File: src/rtl/if_prefetch_pkg.sv
// Shared definitions for the instruction-fetch prefetch front end.
package if_prefetch_pkg;

    typedef enum logic {
        RUN   = 1'b0,
        DRAIN = 1'b1
    } fetch_state_t;

    localparam logic [31:0] INSTR_NOP  = 32'h0000_0000;
    localparam logic [31:0] WORD_BYTES = 32'd4;

endpackage

File: src/rtl/if_prefetch_sync_fifo.sv
// Synchronous FIFO with flush; head entry is read combinationally (no bypass).
module sync_fifo #(
    parameter int WIDTH = 64,
    parameter int DEPTH = 4,
    parameter int AW    = 2
) (
    input  logic             clk,
    input  logic             reset,
    input  logic             flush,
    input  logic             push,
    input  logic             pop,
    input  logic [WIDTH-1:0] wdata,
    output logic [WIDTH-1:0] rdata,
    output logic [AW:0]      count,
    output logic             full,
    output logic             empty
);

    localparam logic [AW:0]   FULL_COUNT = (AW+1)'(DEPTH);
    localparam logic [AW:0]   CNT_ONE    = (AW+1)'(1);
    localparam logic [AW-1:0] PTR_ONE    = AW'(1);

    logic [WIDTH-1:0] mem [DEPTH];
    logic [AW-1:0]    wr_ptr;
    logic [AW-1:0]    rd_ptr;
    logic             push_ok;
    logic             pop_ok;

    assign empty   = (count == '0);
    assign full    = (count == FULL_COUNT);
    assign pop_ok  = pop && !empty && !flush;
    assign push_ok = push && !flush && (!full || pop_ok);
    assign rdata   = mem[rd_ptr];

    // NOTE: storage is not reset; pointers and count alone define which entries are valid.
    always_ff @(posedge clk) begin
        if (push_ok) begin
            mem[wr_ptr] <= wdata;
        end
    end

    // NOTE: sequential state uses <= so every register updates from pre-edge values.
    always_ff @(posedge clk) begin
        if (reset || flush) begin
            wr_ptr <= '0;
            rd_ptr <= '0;
            count  <= '0;
        end else begin
            if (push_ok) wr_ptr <= wr_ptr + PTR_ONE;
            if (pop_ok)  rd_ptr <= rd_ptr + PTR_ONE;
            if (push_ok && !pop_ok) begin
                count <= count + CNT_ONE;
            end else if (!push_ok && pop_ok) begin
                count <= count - CNT_ONE;
            end
        end
    end

endmodule

File: src/rtl/if_prefetch.sv
// Fetch front end: issues requests to a variable-latency imem, buffers words,
// and presents one instruction plus its PC+4 per cycle to decode.
module if_prefetch
    import if_prefetch_pkg::*;
#(
    parameter int          DEPTH    = 4,
    parameter int          AW       = 2,
    parameter logic [31:0] RESET_PC = 32'h0000_0000
) (
    input  logic        clk,
    input  logic        reset,
    input  logic        redirect,
    input  logic [31:0] redirect_pc,
    input  logic        stall,
    output logic        imem_req,
    output logic [31:0] imem_addr,
    input  logic        imem_ack,
    input  logic [31:0] imem_rdata,
    output logic        out_valid,
    output logic [31:0] out_instr,
    output logic [31:0] out_pc4
);

    localparam logic [AW:0] LAST_FREE = (AW+1)'(DEPTH - 1);

    fetch_state_t state, state_next;
    logic [31:0]  fetch_pc, fetch_pc_next;
    logic [31:0]  addr_next;
    logic         req_next;
    logic [31:0]  redirect_tgt;
    logic         push, pop;
    logic [AW:0]  count;
    logic         fifo_full, fifo_empty;
    logic [63:0]  head;

    assign redirect_tgt = redirect_pc & ~32'h3;
    assign out_valid    = !fifo_empty;
    assign pop          = out_valid && !stall;
    assign out_instr    = out_valid ? head[63:32] : INSTR_NOP;
    assign out_pc4      = out_valid ? head[31:0]  : INSTR_NOP;

    sync_fifo #(
        .WIDTH (64),
        .DEPTH (DEPTH),
        .AW    (AW)
    ) u_fifo (
        .clk   (clk),
        .reset (reset),
        .flush (redirect),
        .push  (push),
        .pop   (pop),
        .wdata ({imem_rdata, imem_addr + WORD_BYTES}),
        .rdata (head),
        .count (count),
        .full  (fifo_full),
        .empty (fifo_empty)
    );

    always_ff @(posedge clk) begin
        if (reset) state <= RUN;
        else       state <= state_next;
    end

    // Only a redirect that strands an unacked request needs to wait out its response.
    always_comb begin
        state_next = state;
        case (state)
            RUN:     if (redirect && imem_req && !imem_ack) state_next = DRAIN;
            DRAIN:   if (imem_ack) state_next = RUN;
            default: state_next = RUN;
        endcase
    end

    // NOTE: every signal written here gets a default first so no latch is inferred.
    always_comb begin
        push          = 1'b0;
        req_next      = imem_req;
        addr_next     = imem_addr;
        fetch_pc_next = fetch_pc;
        if (redirect) begin
            fetch_pc_next = redirect_tgt;
            if (!(imem_req && !imem_ack)) begin
                req_next  = 1'b1;
                addr_next = redirect_tgt;
            end
        end else if (state == DRAIN) begin
            if (imem_ack) begin
                req_next  = 1'b1;
                addr_next = fetch_pc;
            end
        end else if (imem_req && imem_ack) begin
            push          = 1'b1;
            fetch_pc_next = fetch_pc + WORD_BYTES;
            // After this push the count is count+1-pop; relaunch only if that leaves room.
            req_next      = pop || (count < LAST_FREE);
            if (req_next) addr_next = fetch_pc + WORD_BYTES;
        end else if (!imem_req) begin
            req_next = pop || !fifo_full;
            if (req_next) addr_next = fetch_pc;
        end
    end

    always_ff @(posedge clk) begin
        if (reset) begin
            imem_req  <= 1'b0;
            imem_addr <= RESET_PC;
            fetch_pc  <= RESET_PC;
        end else begin
            imem_req  <= req_next;
            imem_addr <= addr_next;
            fetch_pc  <= fetch_pc_next;
        end
    end

endmodule

File: config.mk
export PLATFORM = sky130hd
export DESIGN_NAME = if_prefetch
export DESIGN_NICKNAME = d
export VERILOG_FILES = /design/src/rtl/if_prefetch_pkg.sv /design/src/rtl/if_prefetch_sync_fifo.sv /design/src/rtl/if_prefetch.sv
export SDC_FILE = /design/constraint.sdc
export NUM_CORES = 1
export LEC_CHECK = 0
export CORE_ASPECT_RATIO = 0.5
export CORE_MARGIN = 8
export CORE_UTILIZATION = 60
export DETAILED_ROUTE_END_ITERATION = 7
export PLACE_DENSITY = 0.84
export SLEW_MARGIN = 10
export SYNTH_ARGS = -nofsm -noshare
export SYNTH_HDL_FRONTEND = slang
export SYNTH_SLANG_ARGS = --single-unit
File: constraint.sdc
create_clock -name clk -period 6.5 [get_ports clk]
set_input_delay 0.975 -clock clk [delete_from_list [all_inputs] [get_ports clk]]
set_output_delay 0.975 -clock clk [all_outputs]
set_load 0.005 [all_outputs]
Word level (Yosys, flattened, before mapping)
Memories as Yosys holds them, arrays and structs flattened. A register that Yosys moved wholly into a read port is not among the register bits.
Index checks and enable logic that the tools add are counted.
{ "classes": {"add_sub_neg": 6, "magnitude_cmp": 1, "eq_ne": 6, "muxes": 31, "n_bitwise": 1, "reduce_logical": 31} }
{ "op_table": {"columns": ["cell", "count"], "rows": [
  ["$mux W32", 13],
  ["$add A32 B3 Y32 const B", 2],
  ["$mux W1", 13],
  ["$logic_and A1 B1 Y1", 11],
  ["$logic_not A1 Y1", 7],
  ["$mux W3", 2],
  ["$reduce_and A2 Y1", 3],
  ["$reduce_and A5 Y1", 1],
  ["$add A2 B1 Y2 const B", 2],
  ["$logic_or A1 B1 Y1", 4],
  ["$mux W2", 2],
  ["$ne A2 B2 Y1 const B", 2],
  ["$ne A4 B2 Y1 const B", 1],
  ["$ne A4 B3 Y1 const B", 1],
  ["$reduce_bool A2 Y1", 2],
  ["$reduce_bool A4 Y1", 1],
  ["$add A3 B1 Y3 const B", 1],
  ["$eq A3 B3 Y1 const B", 1],
  ["$logic_not A3 Y1", 1],
  ["$lt A3 B2 Y1 const B", 1],
  ["$ne A3 B3 Y1 const B", 1],
  ["$sub A3 B1 Y3 const B", 1],
  ["$pmux W1 S2", 1],
  ["$reduce_or A2 Y1", 1],
  ["$not A1 Y1", 1]
]} }
{ "word_totals": {"reg_bits": 73, "ramBits": 256, "inputBits": 69, "mem_count": 1} }
{ "memory_table": {"columns": ["name", "depth", "width", "rd", "rd_clocked_by_memory_dff", "write_ports", "line_no", "rtl"], "rows": [
  ["u_fifo.mem", 4, 64, 1, 1, 1, "if_prefetch_sync_fifo.sv:23", "logic [WIDTH-1:0] mem [DEPTH];"]
]} }

Longest topological paths before layout
Gate-level depths: netlist (run 1).
{ "logic_depth": {"depth_word": 11, "mapped_depth": 10} }

Cells and area by module
Synthesis (run 1) repeated with hierarchy kept, for this count alone.
{ "unflattened": {"hier_cells": 905, "hier_area_um2": 13917.1} }
{ "modules_own_cells": {"columns": ["module", "n_inst", "cells_per_inst", "area_per_inst_um2", "seq_area_each_um2"], "rows": [
  ["sync_fifo", 1, 385, 9805.7, 7867.5],
  ["if_prefetch", 1, 520, 4111.4, 1241.2]
]} }

Worst setup path after synthesis (run 1)
OpenSTA, ideal clock, no wires.
{ "synth_timing": {"path_kind": "in2reg", "startpoint": "input port redirect", "endpoint": "memory u_fifo.mem[0][10], enable pin", "arrival_ns": 3.308, "slack_ns": 2.766, "cell_stages": 4, "path_buffers": 2, "cell_sequence": "clkbuf_1 > clkbuf_1 > a311oi_2 > and2_1"} }
{ "synth_between": {"elab_chain_len": 6, "elab_cells_between_ends": 8, "classes_between": "mux: 3; reduce/logical: 5"} }
{ "synth_lines": {"columns": ["item", "line_no", "rtl"], "rows": [
  ["from (decl)", "if_prefetch.sv:12", "input logic redirect,"],
  ["$logic_not A1 Y1", "if_prefetch_sync_fifo.sv:31, if_prefetch_sync_fifo.sv:32", null],
  ["$logic_and A1 B1 Y1", "if_prefetch_sync_fifo.sv:31", "assign pop_ok = pop && !empty && !flush;"],
  ["$logic_or A1 B1 Y1", "if_prefetch_sync_fifo.sv:32", "assign push_ok = push && !flush && (!full || pop_ok);"],
  ["$logic_and A1 B1 Y1 (*)", "if_prefetch_sync_fifo.sv:32", null],
  ["via u_fifo.push_ok", "if_prefetch_sync_fifo.sv:26", "logic push_ok;"],
  ["$mux W1 (*)", "if_prefetch_sync_fifo.sv:37", "if (push_ok) begin"],
  ["$mux W1 (implied by the code) (*)", "if_prefetch_sync_fifo.sv:38", "mem[wr_ptr] <= wdata;"],
  ["to (decl)", "if_prefetch_sync_fifo.sv:23", null]
]} }
Mark *: on every way through the listed nets, which the timed path passes. The rest lies on a longest branch.

==> flow_summary.toml, run 1 <==
[pwr]
peakVddDrop_mv = 0.1731
swShare = 0.2094
switchingPower_mw = 0.9035
clkPwrFrac = 0.392
p_int_mw = 3.411
leakage_nw = 5.206
p_seq_frac = 0.533
p_comb_frac = 0.075
power.density_nw_per_um2 = 266.0

[timing]
fin_crit_sh = 0.6518
tns_ns = 0
finClkSkew_ns = 0.009857
slew_headroom = 0.2539
max_freq_mhz = 236.0
slew_viol_final = 0
setup_violations = 0
period_needed_ns = 4.237
tightestPinTransition_ns = 1.119
grt_setup_unrepaired = "false"
hold_violations = 0

[logic_synthesis]
avgSynthCellArea_um2 = 14.94
ys.flop_type = "edfxtp_1"
yosys_warnings = 0
synth_seq_cells = 319
syn_area_um2 = 13440
synth_edf_count = 248
yosysUniqueCellTypes = 64
netlist_instances = 900
yosysSeqAreaShare = 0.6598
async_reset_ff_frac = 0

[clock_network]
clock-sinks = 319
htreeDepth = 1
cts_buffer_depth = 3
clock_latency_ns = 0.53
post-cts-setup-buffer-count = 0
root_buffer = "clkbuf_16"
tritoncts = "yes"
cts_hold_buffers = 0
cts_buffers = 27
clk_pin_slew_ns = 0.07
cts_resized = 0

[job]
maxCapViolCount = 0

[place]
hpwl_um = 19250
portBuffers = 160
place_congestion = 0.9186

[final_layout]
regArea_um2 = 8874
utilization = 0.7432
area_delta_synth_final_pct = 20.66
multi_input_area_um2 = 4309
drive_above_1_share = 0.1259
fill_cells = 1284
fin_nets = 1130
insertedDiodeCount = 0

[grt]
grt_pass1_wl_um = 47370
grt_overflow = 0
first_global_vias = 8360
grt_max_degree = 64
grt.total_usage = 0.2187
antenna_found_initial = 0

[floorplan]
die_h_um = 121.8
rows = 38
start_util = 0.6159
die-area_um2 = 27740
die_x_um = 227.7
io_pins = 167
core_um2 = 21820

[drt]
wl_um = 30870
via_per_inst = 6.094
ant_nets = 0
num_vias = 8361
wl_per_cell_um = 22.50
drtIter0Drc = 1078
firstDrtPassIters = 5
drc = 0

[setup_path]
crit_required_ns = 5.52
worst_setup_path_start_kind = "flop"
critPathCaptureType = "output pin"
r2r_slack_ns = 3.36
criticalPathCategory = "flop to output pin"
worstPathArrival_ns = 3.26
r2r-start = "imem_req"
rr_worst_depth = 4
worstReg2RegEnd = "u_fifo.mem[2][44]"
crit_path_end = "out_pc4[17]"
worstPathMaxFanout = 41

[min_path]
hold_class = "flop to flop"

[run_status]
status = "finished clean"
-- layout make-up --
class	instances	area share
repair buffers	171	0.1035
inverters	16	0.003703
flip-flops and latches	319	0.5471
well taps	300	0.02314
clock inverters	17	0.01427
multi-input cells	518	0.2657
clock buffers	31	0.04258
-- power groups by stage --
stage	Sequential [mW]	Clock [mW]	Combinational [mW]
floorplan	2.33	0	0.153
global route	2.30	1.79	0.346
global placement	2.34	0	0.308
CTS	2.30	1.71	0.324
finish	2.30	1.69	0.323
detailed placement	2.34	0	0.319
-- worst min path at each step --
stage	startpoint	to	slack [ns]	depth (start not counted)
global placement	imem_addr[11]	imem_addr[11]	0.50	2
global route	imem_addr[8]	imem_addr[8]	0.55	2
detailed placement	imem_addr[11]	imem_addr[11]	0.51	2
floorplan	imem_addr[20]	imem_addr[20]	0.48	2
CTS	imem_addr[15]	imem_addr[15]	0.52	2
finish	imem_addr[8]	imem_addr[8]	0.53	2
-- routing by layer --
metal,wire length [um],up-vias,global-route usage,part of all wire
met4,771,0,0.05864,0.025
met2,15820,350,0.3891,0.51
met1,12260,4187,0.2827,0.40
met3,2019,60,0.02975,0.065
met5,0,-,0,0
li1,-,3764,-,-
-- placed cells by master, fill, tap and decap left out, types with 16 or more instances in the layout --
cell,instances
o21ai_0,17
nor3_1,23
xnor2_1,27
nand2_1,42
nand3_1,34
clkdlybuf4s50_1,159
a21oi_1,21
inv_1,16
nor2_1,45
edfxtp_1,248
nor2b_1,68
mux4_2,62
nand4_1,17
clkbuf_16,27
dfxtp_1,69
-- critical path: stages (launching register included) --
cell and delay (ns):
dfxtp_4 0.90, buf_4 0.55, mux4_2 0.58, nor2b_1 0.17, clkdlybuf4s50_1 0.50
-- registers in the layout (all words and copies together) (netlist names), named ones only --
| name | flops |
|---|---|
| imem_req | 1 |
| u_fifo.rd_ptr | 2 |
| u_fifo.wr_ptr | 2 |
| fetch_pc | 30 |
| state | 1 |
| imem_addr | 30 |
| u_fifo.mem | 248 |
| u_fifo.count | 3 |
-- through the flow --
stage / instance area (um2) / std cells / hold WS (ns) / total power, mW / worst slack [ns]
2_1_floorplan: 13450 / 903 / 0.4795 / 2.479 / 2.766
3_3_place_gp: 15300 / 1324 / 0.4996 / 2.645 / 2.310
3_5_place_dp: 15300 / 1324 / 0.5075 / 2.660 / 2.274
4_1_cts: 16220 / 1372 / 0.5182 / 4.335 / 2.132
5_1_grt: 16220 / 1372 / 0.5488 / 4.443 / 2.011
6_report: 16220 / 1372 / 0.5264 / 4.315 / 2.263
-- cell usage after synthesis, types with 3 or more instances --
| library cell | number | area (um2) |
|---|---|---|
| ha_1 | 7 | 87.58 |
| o21a_1 | 5 | 37.54 |
| buf_2 | 9 | 45.04 |
| dfxtp_1 | 71 | 1421 |
| buf_4 | 4 | 30.03 |
| buf_1 | 3 | 11.26 |
| and3_1 | 5 | 31.28 |
| nor2b_1 | 68 | 425.4 |
| o31a_1 | 5 | 43.79 |
| nand4_1 | 17 | 106.4 |
| a21oi_1 | 21 | 105.1 |
| nand2b_1 | 12 | 75.07 |
| and4_1 | 10 | 87.58 |
| edfxtp_1 | 248 | 7447 |
| clkbuf_1 | 32 | 120.1 |
| xnor2_1 | 27 | 236.5 |
| nand3_1 | 34 | 170.2 |
| nor3_1 | 24 | 120.1 |
| o211a_1 | 7 | 70.07 |
| nor4_1 | 15 | 93.84 |
| and2_1 | 11 | 68.82 |
| nand2_1 | 42 | 157.7 |
| a31o_2 | 3 | 26.28 |
| or3_1 | 5 | 31.28 |
| mux4_2 | 62 | 1396 |
| nor2_1 | 45 | 168.9 |
| o31ai_1 | 5 | 37.54 |
| inv_1 | 16 | 60.06 |
| o21ai_0 | 17 | 85.08 |
| o211ai_1 | 6 | 45.04 |
| xor2_1 | 15 | 131.4 |
| mux2i_1 | 4 | 40.04 |
| o41ai_1 | 9 | 78.83 |
| or4_1 | 3 | 22.52 |
-- logic make-up (layout without fill, tap and decap cells) --
logic type,Yosys count,after routing,share of synthesized area
other,1,4,0.0002790
XOR/XNOR,42,42,0.02737
multiplexers,67,67,0.1077
buffers and inverters,66,235,0.02169
AO/OA/AOI/OAI,96,96,0.05138
adder cells (fa/ha/maj),8,8,0.008005
flip-flops,319,319,0.6598
AND/OR/NAND/NOR,301,301,0.1238
Note: power is estimated with default switching activity, not from simulation.
==> run 2: changes to the inputs <==
--- a/config.mk
+++ b/config.mk
@@ -7,9 +7,9 @@
 export LEC_CHECK = 0
 export CORE_ASPECT_RATIO = 0.5
 export CORE_MARGIN = 8
-export CORE_UTILIZATION = 60
+export CORE_UTILIZATION = 50
 export DETAILED_ROUTE_END_ITERATION = 7
-export PLACE_DENSITY = 0.84
+export PLACE_DENSITY = 0.75
 export SLEW_MARGIN = 10
 export SYNTH_ARGS = -nofsm -noshare
 export SYNTH_HDL_FRONTEND = slang
==> constraint.sdc (replaced) <==
create_clock -name clk -period 3.7 [get_ports clk]
set_input_delay 0.555 -clock clk [delete_from_list [all_inputs] [get_ports clk]]
set_output_delay 0.555 -clock clk [all_outputs]
set_load 0.005 [all_outputs]
==> run 2 against run 1 <==
Die area rose by 18%. Global-route usage fell by 3.5 points. First-iteration DRC count fell by 29%. Clock skew rose by 0.011 ns. Wire length fell by 1.5%. Sequential share of layout area fell by 0.49 points. Core utilization fell by 12 points. Clock-buffer cell count rose by 11. Cell count rose by 4.6%. Final area rose by 0.91%. Flip-flop and latch count did not move. Critical path depth did not move.
==> flow_summary.toml, run 2 (same netlist as run 1, synthesis figures left out) <==
[run_status]
status = "finished clean"

[setup_path]
r2r-start = "imem_req"
crit_required_ns = 3.14
cp_slowest_cell = "dfxtp_4"
worstPathArrival_ns = 2.64
criticalPathCategory = "flop to output pin"
cp_num_buf_inv = 2
worstPathMaxFanout = 25
rr_worst_depth = 9
r2r_slack_ns = 1.13
cpPeakStageDelay_ns = 0.57
critPathCaptureType = "output pin"
worst_setup_path_start_kind = "flop"
critical-path-top-delay-family = "buffers and inverters"
path_cells = "buf_12 -> mux4_2 -> nor2b_1 -> clkdlybuf4s50_1"
worstReg2RegEnd = "u_fifo.count[2]"

[drt]
met1_length_um = 12320
wl_met2_um = 16000
drc = 0
dr.max_layer_used = "met4"
via_per_inst = 5.732
num_vias = 8226
firstDrtPassIters = 5
wl_per_cell_um = 21.19
ant_nets = 0
drtIter0Drc = 760
wl_um = 30400
wl_met3_um = 1519

[final_layout]
fin_nets = 1140
area_delta_synth_final_pct = 21.76
layout_commonest_cell = "edfxtp_1"
largestRegisters = "u_fifo.mem (248), fetch_pc (30), imem_addr (30)"
largest_reg_flops = 248
drive_above_1_share = 0.1293
finalInstanceArea_um2 = 16370
insertedDiodeCount = 0
largest-register = "u_fifo.mem"
layout_common_cells = "edfxtp_1, clkdlybuf4s50_1, dfxtp_1"

[timing]
slew_headroom = 0.3107
setup_violations = 0
grt_setup_unrepaired = "false"
slew_viol_final = 0
tns_ns = 0
hold_violations = 0
fin_crit_sh = 0.8640
max_freq_mhz = 312.8
finClkSkew_ns = 0.02126
period_needed_ns = 3.197
tightestPinTransition_ns = 1.033

[pwr]
leakage_nw = 5.243
power_mw = 7.312
peakVddDrop_mv = 0.3017
power.density_nw_per_um2 = 446.8

[clock_network]
root_buffer = "clkbuf_16"
cts_resized = 0
clk_pin_slew_ns = 0.06
clock-sinks = 319
cts_buffer_depth = 3
post-cts-setup-buffer-count = 0
cts_buffers = 28
htreeDepth = 1
tritoncts = "yes"
clock_latency_ns = 0.54
cts_hold_buffers = 0

[grt]
grt.total_usage = 0.1842
grt_max_degree = 64
grt_overflow = 0
antenna_found_initial = 0
first_global_vias = 8474
grt_pass1_wl_um = 47980

[floorplan]
die-area_um2 = 32700
core_um2 = 26430
die_h_um = 131.9
rows = 42
start_util = 0.5085
die_x_um = 247.9
io_pins = 167

[job]
maxCapViolCount = 0

[place]
portBuffers = 160
hpwl_um = 20270
placed_cell_area_um2 = 15520
place_congestion = 0.9086

[min_path]
hold_end = "imem_addr[8]"
hold_path_depth = 2
hold_start = "imem_addr[8]"
hold_class = "flop to flop"
[run 2: final cells by class]
cell class	instances	area, um2
Tap cell	352	440.4
Fill cell	1942	10070
Sequential cell	319	8874
Clock inverter	8	32.53
Clock buffer	42	815.8
Inverter	16	60.06
Multi-Input combinational cell	518	4310
Timing Repair Buffer	180	1834
[run 2: how the worst max path moves through the flow]
stage	start	end	slack (ns)	cells after the start
after floorplan	redirect	u_fifo.mem[1][10]	0.39	4
after global placement	imem_ack	u_fifo.count[2]	0.56	10
after detailed placement	imem_ack	u_fifo.count[2]	0.53	10
after CTS	flop	out_pc4[24]	0.45	4
after global routing	flop	out_pc4[24]	0.40	4
final	flop	out_pc4[24]	0.50	4
[run 2: where the power goes]
part	switching (mW)	internal [mW]	leakage (nW)
clock network	1.19	1.51	0.417
registers	0.0862	3.95	2.84
logic	0.273	0.296	1.99
total	1.55	5.76	5.24
[run 2: worst register-to-register path, cell delays in order (launching register included)]
cell	delay, ns
dfxtp_1	0.61
nand3b_4	0.19
a311oi_2	0.27
buf_4	0.21
ha_1	0.19
inv_1	0.06
fa_1	0.37
xor2_1	0.16
or3_1	0.30
a21oi_1	0.15
[run 2: per-stage QoR]
| stage | hold WS [ns] | setup slack, ns | utilization | std cells |
|---|---|---|---|---|
| 2_1_floorplan | 0.4795 | 0.3856 | - | 903 |
| 3_3_place_gp | 0.5056 | 0.5643 | 0.5871 | 1385 |
| 3_5_place_dp | 0.5099 | 0.5348 | 0.5871 | 1385 |
| 4_1_cts | 0.5222 | 0.4479 | 0.6192 | 1435 |
| 5_1_grt | 0.5448 | 0.4006 | 0.6192 | 1435 |
| 6_report | 0.5107 | 0.5032 | 0.6192 | 1435 |
[run 2: layer usage]
layer / up-vias / track usage
met5: - / 0
met4: 0 / 0.03864
met3: 38 / 0.02447
met2: 216 / 0.3378
met1: 4171 / 0.2300
li1: 3801 / -
==> run 3: changes to the inputs <==
--- a/config.mk
+++ b/config.mk
@@ -9,7 +9,7 @@
 export CORE_MARGIN = 8
 export CORE_UTILIZATION = 50
 export DETAILED_ROUTE_END_ITERATION = 7
-export PLACE_DENSITY = 0.75
+export PLACE_DENSITY = 0.79
 export SLEW_MARGIN = 10
 export SYNTH_ARGS = -nofsm -noshare
 export SYNTH_HDL_FRONTEND = slang
==> constraint.sdc (replaced) <==
create_clock -name clk -period 3.7 [get_ports clk]
set_input_delay 1.11 -clock clk [delete_from_list [all_inputs] [get_ports clk]]
set_output_delay 1.11 -clock clk [all_outputs]
set_load 0.005 [all_outputs]
==> run 3 against run 2 <==
Power increased by 4.7%. Sequential power about the same. First-iteration DRC count decreased by 20%. Register-to-register slack improved by 0.06 ns. Sequential share of layout area decreased by 0.70 points. Clock skew decreased by 0.0099 ns. Final area increased by 1.3%. Die area unchanged. Non-clock buffer count increased by 7. Core utilization increased by 0.81 points. Combinational power increased by 2%. Cell count increased by 0.63%.
==> flow_summary.toml, run 3 (same netlist as run 1, synthesis figures left out) <==
[final_layout]
layout_commonest_cell = "edfxtp_1"
largest-register = "u_fifo.mem"
area_delta_synth_final_pct = 23.36
fill_cells = 1883
insertedDiodeCount = 0
drive_above_1_share = 0.1438
finalInstanceArea_um2 = 16580
fin_nets = 1147
final_cells = 1444
largest_reg_flops = 248
largestRegisters = "u_fifo.mem (248), fetch_pc (30), imem_addr (30)"
layout_common_cells = "edfxtp_1, clkdlybuf4s50_1, dfxtp_1"
utilization = 0.6273

[floorplan]
io_pins = 167
die_h_um = 131.9
core_um2 = 26430
rows = 42
die_x_um = 247.9
start_util = 0.5085
die-area_um2 = 32700

[drt]
drtIter0Drc = 605
num_vias = 8244
ant_nets = 0
via_per_inst = 5.709
wl_per_cell_um = 21.25
drc = 0
firstDrtPassIters = 7
wl_um = 30680

[pwr]
peakVddDrop_mv = 0.3322
power.density_nw_per_um2 = 461.8
power_mw = 7.658
leakage_nw = 5.342

[clock_network]
clock-sinks = 319
clock_latency_ns = 0.55
cts_buffer_depth = 3
cts_hold_buffers = 0
clk_pin_slew_ns = 0.07
tritoncts = "yes"
htreeDepth = 1
root_buffer = "clkbuf_16"
cts_buffers = 28

[timing]
slew_headroom = 0.5512
finClkSkew_ns = 0.01132
slew_viol_final = 0
setup_violations = 0
fin_crit_sh = 0.9500
max_freq_mhz = 284.5
grt_setup_unrepaired = "false"
period_needed_ns = 3.515
hold_violations = 0
tns_ns = 0
tightestPinTransition_ns = 0.6676

[place]
dp.cells = 1390
portBuffers = 160
place_congestion = 0.8854
placed_cell_area_um2 = 15590
hpwl_um = 20450

[run_status]
status = "finished clean"

[setup_path]
worstPathArrival_ns = 2.40
worst_setup_path_start_kind = "flop"
rr_worst_depth = 5
criticalPathCategory = "flop to output pin"
crit_required_ns = 2.59
critPathCaptureType = "output pin"
worstPathMaxFanout = 56

[grt]
grt_overflow = 0
grt_max_degree = 64
first_global_vias = 8551
grt.total_usage = 0.1845
grt_pass1_wl_um = 47920
antenna_found_initial = 0

[min_path]
hold_path_depth = 2
hold_class = "flop to flop"

[job]
maxCapViolCount = 0
run 3: cell types whose count changed in the layout (fill, tap and decap cells not counted), sizes merged:
cell      change
bufinv        +5
inv           -1
clkinvlp      +3
buf           +7
clkbuf       -10
clkinv        +5
run 3: repair_timing:
| action | CTS | global route |
|---|---|---|
| setup endpoints to repair | 20 | 0 |
| gates resized for setup | 0 | 0 |
| setup buffers | 2 | 0 |
run 3: stage by stage:
| stage | setup slack, ns | hold slack (ns) |
|---|---|---|
| after global routing | 0.08290 | 0.5361 |
| after CTS | 0.1336 | 0.5151 |
| after floorplan | 0.4877 | 0.4795 |
| after global placement | 0.2185 | 0.4967 |
| final | 0.1850 | 0.5151 |
| after detailed placement | 0.1830 | 0.5049 |
run 3: final timing paths:
kind | from | end | slack [ns]
worst min-delay path | imem_addr[11] | imem_addr[11] | 0.52
worst max-delay path | flop | out_instr[0] | 0.19
worst max register to register | imem_addr[4] | u_fifo.mem[3][31] | 1.19
worst min register to register | imem_addr[11] | imem_addr[11] | 0.52
run 3: final cells by class:
| class | instances | area [um2] | area share |
|---|---|---|---|
| Sequential cell | 319 | 8874 | 0.5351 |
| Inverter | 16 | 60.06 | 0.003622 |
| Clock inverter | 20 | 249.0 | 0.01502 |
| Timing Repair Buffer | 187 | 1924 | 0.1160 |
| Multi-Input combinational cell | 518 | 4309 | 0.2599 |
| Tap cell | 352 | 440.4 | 0.02656 |
| Clock buffer | 32 | 725.7 | 0.04376 |
run 3: critical path: stages (launching register included):
cell and delay, ns:
dfxtp_2 0.46, buf_12 0.34, mux4_2 0.38, nor2b_1 0.15, clkdlybuf4s50_1 0.47
run 3: report_power, final:
part	switching [mW]	total, mW	leakage [nW]	internal, mW
logic	0.278	0.582	2.04	0.303
registers	0.0860	4.03	2.84	3.95
clock network	1.28	3.04	0.470	1.77
run 3: layer usage:
metal,GRT usage,wire length (um),vias to the layer above
met5,0,0,-
met4,0.05206,777,0
met3,0.02528,1364,46
met2,0.3343,16080,226
met1,0.2278,12460,4172
li1,-,-,3800
